`config.mk`:
```
export PLATFORM = sky130hd
export DESIGN_NAME = dft_in_framer
export DESIGN_NICKNAME = d
export VERILOG_FILES = /design/src/rtl/dft_in_framer.sv
export SDC_FILE = /design/constraint.sdc
export NUM_CORES = 1
export LEC_CHECK = 0
export ABC_AREA = 1
export CAP_MARGIN = 30
export CORE_MARGIN = 5
export CORE_UTILIZATION = 28
export DETAILED_ROUTE_END_ITERATION = 10
export DONT_BUFFER_PORTS = 1
export SLEW_MARGIN = 0
export SYNTH_ARGS = -nofsm -noshare
export SYNTH_HDL_FRONTEND = slang
export SYNTH_SLANG_ARGS = --single-unit
```
`constraint.sdc`:
```
create_clock -name clk_sys -period 1.9 [get_ports clk_sys]
set_input_delay 0.285 -clock clk_sys [delete_from_list [all_inputs] [get_ports clk_sys]]
set_output_delay 0.285 -clock clk_sys [all_outputs]
set_load 0.1 [all_outputs]
```
`src/rtl/dft_in_framer.sv`:
```
// Input framer for the DFT engine: collects one block of complex samples into a
// ping-pong buffer. Optional idle-gap abort is enabled by defining GAP_TIMEOUT_EN.
module dft_in_framer #(
  parameter int DATA_W  = 16,
  parameter int TMO_CYC = 64
) (
  input  logic                  clk_sys,
  input  logic                  rst_sys,
  input  logic                  block_sync_i,
  input  logic                  data_val_i,
  input  logic [DATA_W-1:0]     data_real_i,
  input  logic [DATA_W-1:0]     data_imag_i,
  input  logic [11:0]           trans_len_i,
  output logic                  wr_en_o,
  output logic [11:0]           wr_addr_o,
  output logic [2*DATA_W-1:0]   wr_data_o,
  output logic                  frame_done_o,
  output logic [11:0]           frame_len_o,
  output logic                  frame_err_o,
  output logic [1:0]            err_code_o,
  output logic [7:0]            drop_cnt_o,
  output logic                  busy_o
);

  typedef enum logic [0:0] {
    ST_IDLE    = 1'b0,
    ST_COLLECT = 1'b1
  } state_t;

  localparam logic [DATA_W-1:0] MIN_NEG = {1'b1, {(DATA_W-1){1'b0}}};
  localparam logic [DATA_W-1:0] MIN_SYM = {1'b1, {(DATA_W-2){1'b0}}, 1'b1};

  localparam logic [1:0] ERR_NONE  = 2'd0;
  localparam logic [1:0] ERR_SHORT = 2'd1;
  localparam logic [1:0] ERR_LEN   = 2'd2;
  localparam logic [1:0] ERR_TMO   = 2'd3;

  // Symmetric range: the most negative code would have no positive counterpart.
  function automatic logic [DATA_W-1:0] clip_sym(input logic [DATA_W-1:0] x);
    logic [DATA_W-1:0] y;
    if (x == MIN_NEG) begin
      y = MIN_SYM;
    end else begin
      y = x;
    end
    return y;
  endfunction

  state_t            state_r;
  state_t            state_nx_s;
  logic [10:0]       cnt_r;
  logic [10:0]       cnt_nx_s;
  logic              bank_r;
  logic              bank_nx_s;
  logic [11:0]       len_r;
  logic [11:0]       len_nx_s;
  logic [7:0]        drop_nx_s;
  logic              wr_en_nx_s;
  logic [11:0]       wr_addr_nx_s;
  logic [2*DATA_W-1:0] wr_data_nx_s;
  logic              done_nx_s;
  logic [11:0]       flen_nx_s;
  logic              err_nx_s;
  logic [1:0]        code_nx_s;

  logic              sync_s;
  logic              samp_s;
  logic              len_ok_s;
  logic              last_s;
  logic              tmo_s;
  logic [2*DATA_W-1:0] clip_data_s;

  assign sync_s      = data_val_i & block_sync_i;
  assign samp_s      = data_val_i & ~block_sync_i;
  assign len_ok_s    = (trans_len_i >= 12'd12) && (trans_len_i <= 12'd2048);
  assign last_s      = ({1'b0, cnt_r} == (len_r - 12'd1));
  assign clip_data_s = {clip_sym(data_real_i), clip_sym(data_imag_i)};

`ifdef GAP_TIMEOUT_EN
  localparam int GAP_W = $clog2(TMO_CYC + 1);
  logic [GAP_W-1:0] gap_r;

  // Consecutive idle cycles while collecting; cleared by any valid or outside COLLECT.
  always_ff @(posedge clk_sys) begin
    if (rst_sys) begin
      gap_r <= '0;
    end else if ((state_r != ST_COLLECT) || data_val_i) begin
      gap_r <= '0;
    end else begin
      gap_r <= gap_r + GAP_W'(1);
    end
  end

  assign tmo_s = (state_r == ST_COLLECT) && !data_val_i && (gap_r == GAP_W'(TMO_CYC - 1));
`else
  assign tmo_s = 1'b0;
`endif

  // State register.
  always_ff @(posedge clk_sys) begin
    if (rst_sys) begin
      state_r <= ST_IDLE;
    end else begin
      state_r <= state_nx_s;
    end
  end

  // Next-state decode.
  always_comb begin
    state_nx_s = state_r;
    case (state_r)
      ST_IDLE: begin
        if (sync_s && len_ok_s) begin
          state_nx_s = ST_COLLECT;
        end else begin
          state_nx_s = ST_IDLE;
        end
      end
      ST_COLLECT: begin
        if (sync_s) begin
          state_nx_s = len_ok_s ? ST_COLLECT : ST_IDLE;
        end else if (samp_s && last_s) begin
          state_nx_s = ST_IDLE;
        end else if (tmo_s) begin
          state_nx_s = ST_IDLE;
        end else begin
          state_nx_s = ST_COLLECT;
        end
      end
      default: state_nx_s = ST_IDLE;
    endcase
  end

  // Datapath and output next values; a sync always restarts at index 0 in the current bank.
  always_comb begin
    cnt_nx_s     = cnt_r;
    bank_nx_s    = bank_r;
    len_nx_s     = len_r;
    drop_nx_s    = drop_cnt_o;
    wr_en_nx_s   = 1'b0;
    wr_addr_nx_s = 12'd0;
    wr_data_nx_s = '0;
    done_nx_s    = 1'b0;
    flen_nx_s    = 12'd0;
    err_nx_s     = 1'b0;
    code_nx_s    = ERR_NONE;
    case (state_r)
      ST_IDLE: begin
        if (sync_s) begin
          if (len_ok_s) begin
            wr_en_nx_s   = 1'b1;
            wr_addr_nx_s = {bank_r, 11'd0};
            wr_data_nx_s = clip_data_s;
            cnt_nx_s     = 11'd1;
            len_nx_s     = trans_len_i;
          end else begin
            err_nx_s  = 1'b1;
            code_nx_s = ERR_LEN;
          end
        end else if (samp_s) begin
          if (drop_cnt_o != 8'hFF) begin
            drop_nx_s = drop_cnt_o + 8'd1;
          end else begin
            drop_nx_s = drop_cnt_o;
          end
        end else begin
          cnt_nx_s = cnt_r;
        end
      end
      ST_COLLECT: begin
        if (sync_s) begin
          err_nx_s  = 1'b1;
          code_nx_s = ERR_SHORT;
          if (len_ok_s) begin
            wr_en_nx_s   = 1'b1;
            wr_addr_nx_s = {bank_r, 11'd0};
            wr_data_nx_s = clip_data_s;
            cnt_nx_s     = 11'd1;
            len_nx_s     = trans_len_i;
          end else begin
            cnt_nx_s = 11'd0;
          end
        end else if (samp_s) begin
          wr_en_nx_s   = 1'b1;
          wr_addr_nx_s = {bank_r, cnt_r};
          wr_data_nx_s = clip_data_s;
          if (last_s) begin
            done_nx_s = 1'b1;
            flen_nx_s = len_r;
            bank_nx_s = ~bank_r;
            cnt_nx_s  = 11'd0;
          end else begin
            cnt_nx_s = cnt_r + 11'd1;
          end
        end else if (tmo_s) begin
          err_nx_s  = 1'b1;
          code_nx_s = ERR_TMO;
          cnt_nx_s  = 11'd0;
        end else begin
          cnt_nx_s = cnt_r;
        end
      end
      default: begin
        cnt_nx_s = 11'd0;
      end
    endcase
  end

  // Registered datapath state and outputs.
  always_ff @(posedge clk_sys) begin
    if (rst_sys) begin
      cnt_r        <= 11'd0;
      bank_r       <= 1'b0;
      len_r        <= 12'd0;
      drop_cnt_o   <= 8'd0;
      wr_en_o      <= 1'b0;
      wr_addr_o    <= 12'd0;
      wr_data_o    <= '0;
      frame_done_o <= 1'b0;
      frame_len_o  <= 12'd0;
      frame_err_o  <= 1'b0;
      err_code_o   <= ERR_NONE;
      busy_o       <= 1'b0;
    end else begin
      cnt_r        <= cnt_nx_s;
      bank_r       <= bank_nx_s;
      len_r        <= len_nx_s;
      drop_cnt_o   <= drop_nx_s;
      wr_en_o      <= wr_en_nx_s;
      wr_addr_o    <= wr_addr_nx_s;
      wr_data_o    <= wr_data_nx_s;
      frame_done_o <= done_nx_s;
      frame_len_o  <= flen_nx_s;
      frame_err_o  <= err_nx_s;
      err_code_o   <= code_nx_s;
      busy_o       <= (state_nx_s == ST_COLLECT);
    end
  end

endmodule
```
Word level (Yosys, flattened, before mapping)
Index checks and enable logic that the tools add are counted.

Register bits: 94. Input bits: 48. Output and inout port bits: 70. Word-level logic and storage cells: 80.

Add/sub/neg operators: 3. Order comparisons: 2. Equal/unequal tests: 7. Multiplexer cells: 39. Bitwise gates (word level): 8. Reduce and logical (&&, ||, !) cells: 9.

Operators by type and width (count): 2-to-1 mux 32 bit (4); 2-to-1 mux 12 bit (6); case mux 32 bit (2 select lines) (1); 2-to-1 mux 11 bit (5); == test 16 bit, second input constant (2); 2-to-1 mux 16 bit (2); case mux 12 bit (2 select lines) (1); case mux 11 bit (2 select lines) (1); 2-to-1 mux 1 bit (13); == test 11 x 12 -> 1 bit (1); >= comparator 12 x 4 -> 1 bit, second input constant (1); less-or-equal comparator 12 bit, second input constant (1); subtractor 12 x 1 -> 12 bit, second input constant (1); adder 11 x 1 -> 11 bit, second input constant (1); adder 8 x 1 -> 8 bit, second input constant (1); != test 8 bit, second input constant (1); AND reduction 4 bit (2); inverter 1 bit (6); case mux 1 bit (2 select lines) (3); OR reduction 5 bit (1); 2-to-1 mux 2 bit (2); != test 2 bit, second input constant (2); case mux 2 bit (2 select lines) (1); OR reduction 4 bit (1); 5 further kinds (8).

Logic depth before layout (Yosys ltp)
Gate-level depths: netlist of the first run.

Depth in word-level cells: 6. Depth in mapped cells: 14.

Least setup slack after synthesis of the first run
No wires, ideal clock.

Path kind: register to register. Start: register drop_cnt_o[0]. End: register drop_cnt_o[4]. Arrival time: 2.140 ns. Required time: 1.781 ns. Setup slack: -0.358 ns. Cell stages (with the launch flop): 10. Buffers on the path: 0. Clock period less this slack: 2.258 ns. Cell sequence: dfxtp_1 > ha_1 > nand3_1 > nor2_1 > nand2_1 > nand2_1 > inv_1 > nand3_1 > nor2_1 > o221a_2.

Longest elaborated chain between the ends: 2. Elaborated cells on any way between the ends: 3. Those cells by class: 1 x add/sub; 1 x eq/ne; 1 x reduce/logical.

RTL lines: start: declaration (RTL line 21) `output logic [7:0] drop_cnt_o,`; start signal: assignment (RTL line 228) `drop_cnt_o <= drop_nx_s;`; parallel branches: the longest is 2 deep, another holds adder 8 x 1 -> 8 bit.

Parallel ways; which one is timed is not known. A chain may end at the register's enable or synchronous reset.

Final worst setup path of the first run
Start: register len_r[1]. End: register frame_len_o[3].

Longest elaborated chain between the ends: 4.

RTL lines: start: declaration (RTL line 55) `logic [11:0] len_r;`; start signal: assignment (RTL line 227) `len_r <= len_nx_s;`; subtractor 12 x 1 -> 12 bit (RTL line 76) `assign last_s = ({1'b0, cnt_r} == (len_r - 12'd1));`; == test 11 x 12 -> 1 bit (RTL line 76); inverter 1 bit (no source line); OR reduction 5 bit (no source line); end signal: assignment (RTL line 233) `frame_len_o <= flen_nx_s;`; end: declaration (RTL line 18) `output logic [11:0] frame_len_o,`.

Every way passes these cells.

==> results of run 1 <==
[through the flow]
step	cells	setup WS [ns]	setup TNS, ns	cell area [sq um]	hold slack, ns
2_1_floorplan	496	-0.04897	-0.04897	3745	0.3467
3_3_place_gp	738	0.03816	0	4511	0.3553
3_5_place_dp	738	-0.05239	-0.3642	4511	0.3541
4_1_cts	758	0.001010	0	4876	0.002095
5_1_grt	762	-0.1801	-3.216	5044	0.01635
6_report	762	-0.03263	-0.1786	5044	0.02918
[power breakdown]
group	leakage [nW]	internal, mW	switching, mW	total, mW
sequential	0.765	2.01	0.0259	2.04
combinational	1.41	0.162	0.428	0.590
clock	0.163	1.20	0.784	1.98
[logic make-up (layout without fill, tap and decap cells)]
| group | after synthesis | count (layout) | synth area share, % |
|---|---|---|---|
| XOR/XNOR | 16 | 16 | 3.749 |
| AO/OA/AOI/OAI | 51 | 51 | 7.332 |
| buffers and inverters | 99 | 189 | 10.38 |
| flip-flops | 94 | 94 | 50.35 |
| AND/OR/NAND/NOR | 233 | 233 | 27.18 |
| adder cells (fa/ha/maj) | 3 | 3 | 1.004 |
[cell usage after synthesis (all sizes together)]
cell type  number
a211oi          1
a21oi          26
a41oi           2
and2            1
buf             7
clkbuf          4
dfxtp          94
ha              3
inv            88
nand2          84
nand3          28
nand4           2
nor2          103
nor3            9
nor4            6
o21ai          20
o21bai          1
o221a           1
xnor2           4
xor2           12
[state kept, by name, indices dropped and copies added (netlist names)]
signal        flops
err_code_o        2
frame_err_o       1
bank_r            1
wr_addr_o        12
wr_en_o           1
len_r            12
frame_len_o      12
drop_cnt_o        8
busy_o            1
frame_done_o      1
cnt_r            11
wr_data_o        32
[what timing repair did]
action,4_1_cts,5_1_grt
gates cloned,0,1
pin swaps,2,7
hold endpoints to repair,4,1
endpoints found under the setup margin,10,26
resized for setup,2,33
hold buffers,1,1
buffers inserted,3,3
[worst register-to-register path, cell delays in order (launching register included)]
cell	delay [ns]
dfxtp_2	0.33
buf_4	0.13
nor2_4	0.13
nand2_4	0.11
nor2_4	0.13
nand2_1	0.06
nand2_1	0.08
nand2_2	0.07
nor2_1	0.13
nand3_1	0.11
nor2_2	0.19
nand3_4	0.14
clkbuf_16	0.21
nor2_4	0.07
[per-layer routing]
layer  wire length [um]  vias to the layer above
li1                   -                     1691
met1               3989                     1480
met2               5144                      124
met3                811                       19
met4                211                        0
met5                  0                        -
[how the worst max path moves through the flow]
stage	endpoint	slack [ns]	from	depth (start not counted)
6_report	frame_len_o[3]$_SDFF_PP0_	-0.03	len_r[1]$_SDFFE_PP0P_	13
5_1_grt	cnt_r[5]$_SDFFE_PP0P_	-0.18	len_r[1]$_SDFFE_PP0P_	13
4_1_cts	cnt_r[8]$_SDFFE_PP0P_	0.001	len_r[1]$_SDFFE_PP0P_	14
3_5_place_dp	cnt_r[7]$_SDFFE_PP0P_	-0.05	len_r[1]$_SDFFE_PP0P_	14
3_3_place_gp	cnt_r[7]$_SDFFE_PP0P_	0.04	len_r[1]$_SDFFE_PP0P_	14
2_1_floorplan	drop_cnt_o[4]$_SDFFE_PP0P_	-0.05	drop_cnt_o[5]$_SDFFE_PP0P_	8
[area by class of cell]
cell class | count | area [sq um] | share of cell area, %
Clock buffer | 10 | 239.0 | 4.738
Sequential cell | 94 | 1892 | 37.51
Tap cell | 176 | 220.2 | 4.366
Clock inverter | 6 | 91.34 | 1.811
Multi-Input combinational cell | 303 | 1579 | 31.31
Timing Repair Buffer | 85 | 689.4 | 13.67
Inverter | 88 | 332.8 | 6.599
==> summary.md, run 1 <==
| Metric | Value |
|---|---|
| Initial antenna violation count | `0` |
| Min Tclk post-route | `1.933 ns` |
| # setup viols final | `12` |
| R2R depth | `13` |
| CP required | `2.19 ns` |
| Met1 Track Usage GR | `14.11%` |
| RSZ-0062 raised after global routing | `yes` |
| Most common cell after layout, fill and taps aside | `dfxtp_1` |
| Worst rel slew slack | `64.93%` |
| Failing checks | `negative setup slack` |
| Crit-path cells | `buf_4, nor2_4, nand2_4, nor2_4, nand2_1, nand2_1, nand2_2, nor2_1, nand3_1, nor2_2, nand3_4, clkbuf_16, nor2_4` |
| Hpwl dp | `7599 um` |
| Die Ht | `125.5 um` |
| Layout cell share with drive strength beyond 1 | `25.60%` |
| Max-Cap Viols | `0` |
| Final setup margin | `-0.03263 ns` |
| IO buf count | `0` |
| Number of fill cells | `1346` |
| CTS Buf Count | `9` |
| Leading area contributor after synthesis | `dfxtp_1` |
| Worst Tran Pin Value | `0.5253 ns` |
| Core Area | `13190 sq um` |
| CTS clk-pin slew, worst paths | `0.07 ns` |
| Clock buffer depth | `2` |
| Worst skew pair latency | `0.35 ns` |
| H-tree Lvls | `3` |
| Worst r2r dst | `frame_len_o[3]$_SDFF_PP0_` |
| Cell count after synthesis | `496` |
| YS warnings | `0` |
| DR iter-0 viols | `99` |
| Most frequent cells in the layout | `dfxtp_1, nor2_1, inv_1, buf_4, nand2_1` |
| Met3 Use GR | `5.330%` |
| Vias in the first global route | `3326` |
| Static leakage | `2.336 nW` |
| Critical path type | `flop to flop` |
| Buf/Inv on CP | `2` |
| CTS root buf | `clkbuf_16` |
| Slowest CP cell | `dfxtp_2` |
| Largest net degree at the start of global routing | `34` |
| Peak VDD IR | `0.4515 mV` |
| CTS tree | `done` |
| Routability-driven placement congestion ratio | `0.8414` |
| Synth cell types | `30` |
| TritonRoute pass-1 iters | `4` |
| P&R area growth vs syn | `34.95%` |
| Global-route wire length before repair | `16050 um` |
| Hold EP | `wr_en_o$_SDFF_PP0_` |
| I/O pins | `118` |
| Antenna cells | `0` |
| Critical Path End Type | `flop` |
| Pwr Density | `913.6 nW/um^2` |
| R2R Setup Slk | `-0.03 ns` |
| Mean routed wirelength per cell | `13.33 um` |
| Status | `finished, violations left` |
| GR Overflow Total | `0` |
| Fin crit share | `101.7%` |
| Highest clock rate | `0.5174 GHz` |
| Die width | `125.5 um` |
| Top cells by area, synth | `dfxtp_1, nor2_1, inv_1, nand2_1, nand3_1` |
| Arrival time at the worst endpoint | `2.22 ns` |
| NumNets Final | `632` |
| Synthesized flop and latch total | `94` |
| Syn nets | `547` |
| Mapped cell area | `3737 sq um` |
| Rows | `42` |
| Hold Path Depth | `1` |
| DRC violations left | `0` |
| Avg Inst Size Synth | `7.535 sq um` |
| Post-Route WL | `10160 um` |
| Clk sink count | `94` |
| Final core occ | `38.24%` |
| DR vias | `3314` |
| ANT nets after route | `0` |
| Layout Skew | `0.006254 ns` |
| Final Total Pwr | `4.608 mW` |
| Synth top area share | `50.35%` |
| CP top delay family | `simple AND/OR/NAND/NOR gates` |
| Crit path largest cell delay | `0.33 ns` |
| Die ar. | `15760 sq um` |
| HP Start | `rst_sys` |
| GRT busiest layer | `met2` |
| CP Launch Type | `flop` |
| Global Route met2 Usage | `21.81%` |
| Crit-path most repeated cell | `nor2_4` |
| Fin. Hold Viols | `0` |
| Sequential fraction of the synthesis area | `50.35%` |
| CP max FO | `6` |
| Via-per-instance ratio | `4.349` |
| Initial core utilization | `28.33%` |
| Total Routing Usage GR | `12.71%` |
| Min-Delay Path Class | `input pin to flop` |
| Launch point of the worst reg-to-reg path | `len_r[1]$_SDFFE_PP0P_` |
| Max Transition Viols Final | `0` |
Note: power is estimated with default switching activity, not from simulation.
==> run 2: changes to the inputs <==
CTS_BUF_LIST = sky130_fd_sc_hd__clkbuf_4 sky130_fd_sc_hd__clkbuf_8   (was not set)
clock period = 1.6 ns   (was 1.9 ns; I/O delays follow)
==> summary.md, run 2 (synthesized netlist as in run 1, its figures left out) <==
| Metric | Value |
|---|---|
| CTS root buf | `clkbuf_8` |
| NumNets Final | `691` |
| Die ar. | `15760 sq um` |
| Max FFs per register | `32` |
| Slowest CP cell | `dfxtp_2` |
| CTS clk-pin slew, worst paths | `0.09 ns` |
| Largest net degree at the start of global routing | `26` |
| Number of fill cells | `1330` |
| I/O pins | `118` |
| Seq pwr share | `49.6%` |
| Mean routed wirelength per cell | `13.04 um` |
| Hpwl dp | `7945 um` |
| Die width | `125.5 um` |
| IO buf count | `0` |
| Failing checks | `negative setup slack` |
| Antenna cells | `0` |
| Layout Skew | `0.009029 ns` |
| TritonRoute pass-1 iters | `4` |
| DR vias | `3577` |
| ANT nets after route | `0` |
| CP Launch Type | `flop` |
| Final core occ | `41.62%` |
| Via-per-instance ratio | `4.357` |
| Die Ht | `125.5 um` |
| Initial core utilization | `28.33%` |
| CTS tree | `done` |
| Sw Share | `29.33%` |
| Worst Tran Pin Value | `0.4161 ns` |
| Routability-driven placement congestion ratio | `0.8009` |
| Highest clock rate | `0.5301 GHz` |
| DRC violations left | `0` |
| Crit path largest cell delay | `0.34 ns` |
| Most common cell after layout, fill and taps aside | `buf_4` |
| CP max FO | `6` |
| CP required | `1.92 ns` |
| Rows | `42` |
| GR Overflow Total | `0` |
| Most frequent cells in the layout | `buf_4, nor2_1, dfxtp_1, inv_1, nand2_1` |
| Initial antenna violation count | `0` |
| Final setup margin | `-0.2865 ns` |
| Switch Pwr | `1.427 mW` |
| Final Cell Area | `5490 sq um` |
| CTS Buf Count | `9` |
| Fin. Hold Viols | `0` |
| Clock buffer depth | `2` |
| Arrival time at the worst endpoint | `2.21 ns` |
| P&R area growth vs syn | `46.90%` |
| RSZ-0062 raised after global routing | `yes` |
| Static leakage | `2.555 nW` |
| Core Area | `13190 sq um` |
| Comb power frac | `16.8%` |
| Global-route wire length before repair | `17290 um` |
| Min-Delay Path Class | `input pin to flop` |
| Final Non-Filler Cells | `821` |
| Peak VDD IR | `0.6707 mV` |
| Layout cell share with drive strength beyond 1 | `29.92%` |
| Worst hold margin | `0.06824 ns` |
| DR iter-0 viols | `144` |
| Int Pwr | `3.440 mW` |
| Post-Route WL | `10710 um` |
| Clock power frac | `33.6%` |
| Fin crit share | `117.9%` |
| Crit-path most repeated cell | `inv_2` |
| H-tree Lvls | `3` |
| # setup viols final | `26` |
| Placed insts | `767` |
| Vias in the first global route | `3756` |
| Critical path type | `flop to flop` |
| Critical Path End Type | `flop` |
| Pwr Density | `886.5 nW/um^2` |
| Crit-path cells | `inv_2, ha_4, nand2_2, inv_2, nor2_1, nand2_1, buf_4, nor3_2, nand3_1, nor2_4, nand3_4, clkbuf_16, nor2_2` |
| Clk sink count | `94` |
| Worst skew pair latency | `0.38 ns` |
| Min Tclk post-route | `1.887 ns` |
| Max-Cap Viols | `0` |
| Worst rel slew slack | `72.19%` |
| Placed cell area | `4772 sq um` |
| Max Transition Viols Final | `0` |
| Total Routing Usage GR | `13.62%` |
| Status | `finished, violations left` |
| Top reg by flops | `wr_data_o` |
-- run 2: timing repair --
action	CTS	global route
setup buffers	1	3
setup endpoints to repair	26	27
gates resized for setup	5	33
endpoints found under the hold margin	37	0
pin swaps	8	9
gates cloned	0	1
hold buffers	34	0
-- run 2: layout make-up --
cell class              instances  area, sq um  share of cell area [%]
flip-flops and latches         94         1909                   34.78
repair buffers                144         1220                   22.22
clock buffers                  10        137.6                   2.507
well taps                     176        220.2                   4.011
clock inverters                 6        66.31                   1.208
multi-input cells             303         1604                   29.22
inverters                      88        332.8                   6.062
-- run 2: worst max-delay path: cells and delay by family (launching register included) --
family	cells	cell delay, ns
buffers and inverters	4	0.41
flip-flops	1	0.34
adder cells (fa/ha/maj)	1	0.23
AND/OR/NAND/NOR	8	0.85
-- run 2: stage by stage --
| step | power, mW | worst slack, ns | setup TNS (ns) |
|---|---|---|---|
| final | 4.867 | -0.2865 | -6.355 |
| after global routing | 5.133 | -0.4280 | -9.391 |
| after CTS | 4.888 | -0.2068 | -3.912 |
| after detailed placement | 3.159 | -0.2249 | -5.151 |
| after global placement | 3.147 | -0.1590 | -3.479 |
| after floorplan | 2.982 | -0.06842 | -0.2908 |
-- run 2: metal layers --
metal  share of wire [%]  wire length, um  global-route usage [%]  vias up
met5                   0                0                       0        -
met4                 2.2              234                   6.059        0
met3                 5.3              569                   4.094       19
met2                  55             5905                   25.83       84
met1                  37             3999                   13.56     1667
li1                    -                -                       -     1807
-- run 2: worst paths after layout --
check                         from                         end  slack, ns  cells past startpoint
max          len_r[1]$_SDFFE_PP0P_  frame_len_o[11]$_SDFF_PP0_      -0.29                     13
min                        rst_sys          wr_en_o$_SDFF_PP0_       0.07                      2
max reg2reg  len_r[1]$_SDFFE_PP0P_  frame_len_o[11]$_SDFF_PP0_      -0.29                     13
min reg2reg    bank_r$_SDFFE_PP0P_    wr_addr_o[11]$_SDFF_PP0_       0.46                      2
-- run 2: power groups by stage --
| stage | clock, mW | sequential, mW | combinational, mW |
|---|---|---|---|
| after floorplan | 0 | 2.67 | 0.314 |
| after global placement | 0 | 2.47 | 0.682 |
| after detailed placement | 0 | 2.47 | 0.692 |
| after CTS | 1.70 | 2.41 | 0.771 |
| after global routing | 1.81 | 2.42 | 0.899 |
| final | 1.63 | 2.41 | 0.819 |
==> run 3: changes to the inputs <==
ABC_AREA = not set   (was 1)
==> summary.md, run 3 <==
| Metric | Value |
|---|---|
| Status | `finished, violations left` |
| Failing checks | `negative setup slack` |
| Met1 Track Usage GR | `15.53%` |
| Total Routing Usage GR | `13.68%` |
| Mapped cell area | `3659 sq um` |
| Post-Route WL | `10440 um` |
| Layout Skew | `0.01366 ns` |
| Register area | `1911 sq um` |
| Largest net degree at the start of global routing | `35` |
| Largest family of logic cells by synthesized area | `simple AND/OR/NAND/NOR gates` |
| Post-Synth XOR/XNOR Area | `4.309%` |
| Final core occ | `44.65%` |
| Die ar. | `15450 sq um` |
| Pwr Density | `859.4 nW/um^2` |
| Global Route met2 Usage | `23.35%` |
| Worst Tran Pin Value | `0.4621 ns` |
| I/O pins | `118` |
| Die Ht | `124.3 um` |
| Via-per-instance ratio | `4.540` |
| Number of fill cells | `1242` |
| Launch point of the worst reg-to-reg path | `len_r[1]$_SDFFE_PP0P_` |
| Multi-input logic area | `1854 sq um` |
| DR iter-0 viols | `140` |
| TritonRoute pass-1 iters | `4` |
| ANT nets after route | `0` |
| DR vias | `3273` |
| Synth cell types | `54` |
| CTS clk-pin slew, worst paths | `0.10 ns` |
| Worst hold margin | `0.02505 ns` |
| Final Cell Area | `5680 sq um` |
| Avg Inst Size Synth | `9.756 sq um` |
| Top post-synthesis cells by count | `dfxtp_1, and2_1, nor2_1` |
| Max-Cap Viols | `0` |
| GR Overflow Total | `0` |
| Post-synth EDFFs | `0` |
| Cell with the most instances after synthesis | `dfxtp_1` |
| Worst skew pair latency | `0.38 ns` |
| Critical Path End Type | `flop` |
| CTS tree | `done` |
| Mean routed wirelength per cell | `14.48 um` |
| Leading area contributor after synthesis | `dfxtp_1` |
| GRT busiest layer | `met2` |
| Placed insts | `663` |
| Hpwl dp | `7485 um` |
| NumNets Final | `595` |
| Rows | `41` |
| Peak VDD IR | `0.6199 mV` |
| Initial core utilization | `28.76%` |
| Core Area | `12720 sq um` |
| Place WS | `-0.9041 ns` |
| Post-Synth Simple-Gate Area | `27.67%` |
| Most frequent cells in the layout | `buf_4, dfxtp_1, and2_1, dlygate4sd3_1, nor2_1` |
| Sequential fraction of the synthesis area | `51.44%` |
| Clock buffer depth | `2` |
| Post-Synth Adder-Cell Area | `1.026%` |
| Cell count after synthesis | `375` |
| Top cells by area, synth | `dfxtp_1, and2_1, mux2i_1, nor2_1, nor3_1` |
| Worst rel slew slack | `69.08%` |
| Routability-driven placement congestion ratio | `0.8640` |
| Final setup margin | `-0.8882 ns` |
| RSZ-0062 raised after global routing | `yes` |
| Highest clock rate | `0.4019 GHz` |
| YS warnings | `0` |
| Top_reg_cell synth | `dfxtp_1` |
| Int Pwr | `3.563 mW` |
| Layout cell share with drive strength beyond 1 | `36.07%` |
| Min Tclk post-route | `2.488 ns` |
| R2R Setup Slk | `-0.89 ns` |
| P&R area growth vs syn | `55.27%` |
| Top reg by flops | `wr_data_o` |
| Max FFs per register | `32` |
| CP Launch Type | `flop` |
| CP max FO | `5` |
| Final Non-Filler Cells | `721` |
| Comb power frac | `14.4%` |
| IO buf count | `0` |
| Synthesized flop and latch total | `94` |
| Max Transition Viols Final | `0` |
| Fin crit share | `155.5%` |
| DRC violations left | `0` |
| CTS root buf | `clkbuf_8` |
| Most common cell after layout, fill and taps aside | `buf_4` |
| Global-route wire length before repair | `17110 um` |
| Setup TNS | `-21.06 ns` |
| Final Total Pwr | `4.882 mW` |
| Sw Share | `27.01%` |
| Placed cell area | `4931 sq um` |
| Antenna cells | `0` |
| H-tree Lvls | `3` |
| Static leakage | `2.392 nW` |
| Critical path type | `flop to flop` |
| Synth Area in Compound Gates | `7.969%` |
| Initial antenna violation count | `0` |
| Clock power frac | `36.6%` |
| Mux share of post-synthesis cell area | `4.651%` |
| FFs w/ async S/R, synth | `0%` |
| # setup viols final | `26` |
| Switch Pwr | `1.319 mW` |
| Critical path origin | `len_r[1]$_SDFFE_PP0P_` |
| Arrival time at the worst endpoint | `2.76 ns` |
| Seq pwr share | `49.0%` |
| Synth top area share | `51.44%` |
| CTS Buf Count | `9` |
| Clk sink count | `94` |
| Fin. Hold Viols | `0` |
| CP required | `1.87 ns` |
| Syn nets | `426` |
| Met3 Use GR | `4.889%` |
| Die width | `124.3 um` |
| Vias in the first global route | `3408` |
| Min-Delay Path Class | `input pin to flop` |
| HP Start | `data_real_i[0]` |
==> run 3: power groups by stage <==
stage          sequential, mW  clock [mW]  combinational, mW
2_1_floorplan            2.64           0              0.225
3_3_place_gp             2.44           0              0.586
3_5_place_dp             2.45           0              0.593
4_1_cts                  2.39        1.87              0.690
5_1_grt                  2.40        1.96              0.749
6_report                 2.39        1.79              0.703
==> run 3: worst paths after layout <==
path / end / cells after the start
worst max-delay path: cnt_r[0]$_SDFFE_PP0P_ / 8
worst min-delay path: wr_data_o[16]$_SDFF_PP0_ / 2
worst max register to register: cnt_r[0]$_SDFFE_PP0P_ / 8
worst min register to register: bank_r$_SDFFE_PP0P_ / 2
==> run 3: layout make-up <==
| class | count | share of cell area (%) |
|---|---|---|
| Clock buffer | 9 | 2.181 |
| Clock inverter | 7 | 1.828 |
| Inverter | 9 | 0.5947 |
| Multi-Input combinational cell | 256 | 32.64 |
| Sequential cell | 94 | 33.63 |
| Tap cell | 172 | 3.789 |
| Timing Repair Buffer | 174 | 25.33 |
==> run 3: timing repair <==
item | in CTS | in global routing
gates cloned | 0 | 0
pin swaps | 8 | 9
setup buffers | 1 | 0
setup endpoints to repair | 26 | 29
hold buffers | 40 | 0
hold endpoints to repair | 57 | 0
resized for setup | 8 | 11
==> run 3: worst max-delay path: stages, from the launching register on <==
cell and delay (ns):
dfxtp_2 0.33, inv_2 0.06, ha_4 0.12, or4b_4 0.49
or3_4 0.42, a211oi_4 0.24, o2111ai_2 0.14, or2_1 0.27
a221o_1 0.31
==> run 3: per-layer routing <==
metal	part of all wire, %	up-vias
li1	-	1650
met1	43	1510
met2	49	98
met3	6.2	15
met4	1.9	0
met5	0	-
==> run 3: kinds of logic after synthesis <==
family | count (synthesis)
xor gates and xnor gates | 18
AOI/OAI and AO/OA | 41
buffers and inverters | 25
and+or+nand+nor | 177
muxes | 17
DFF | 94
adders and majority gates | 3
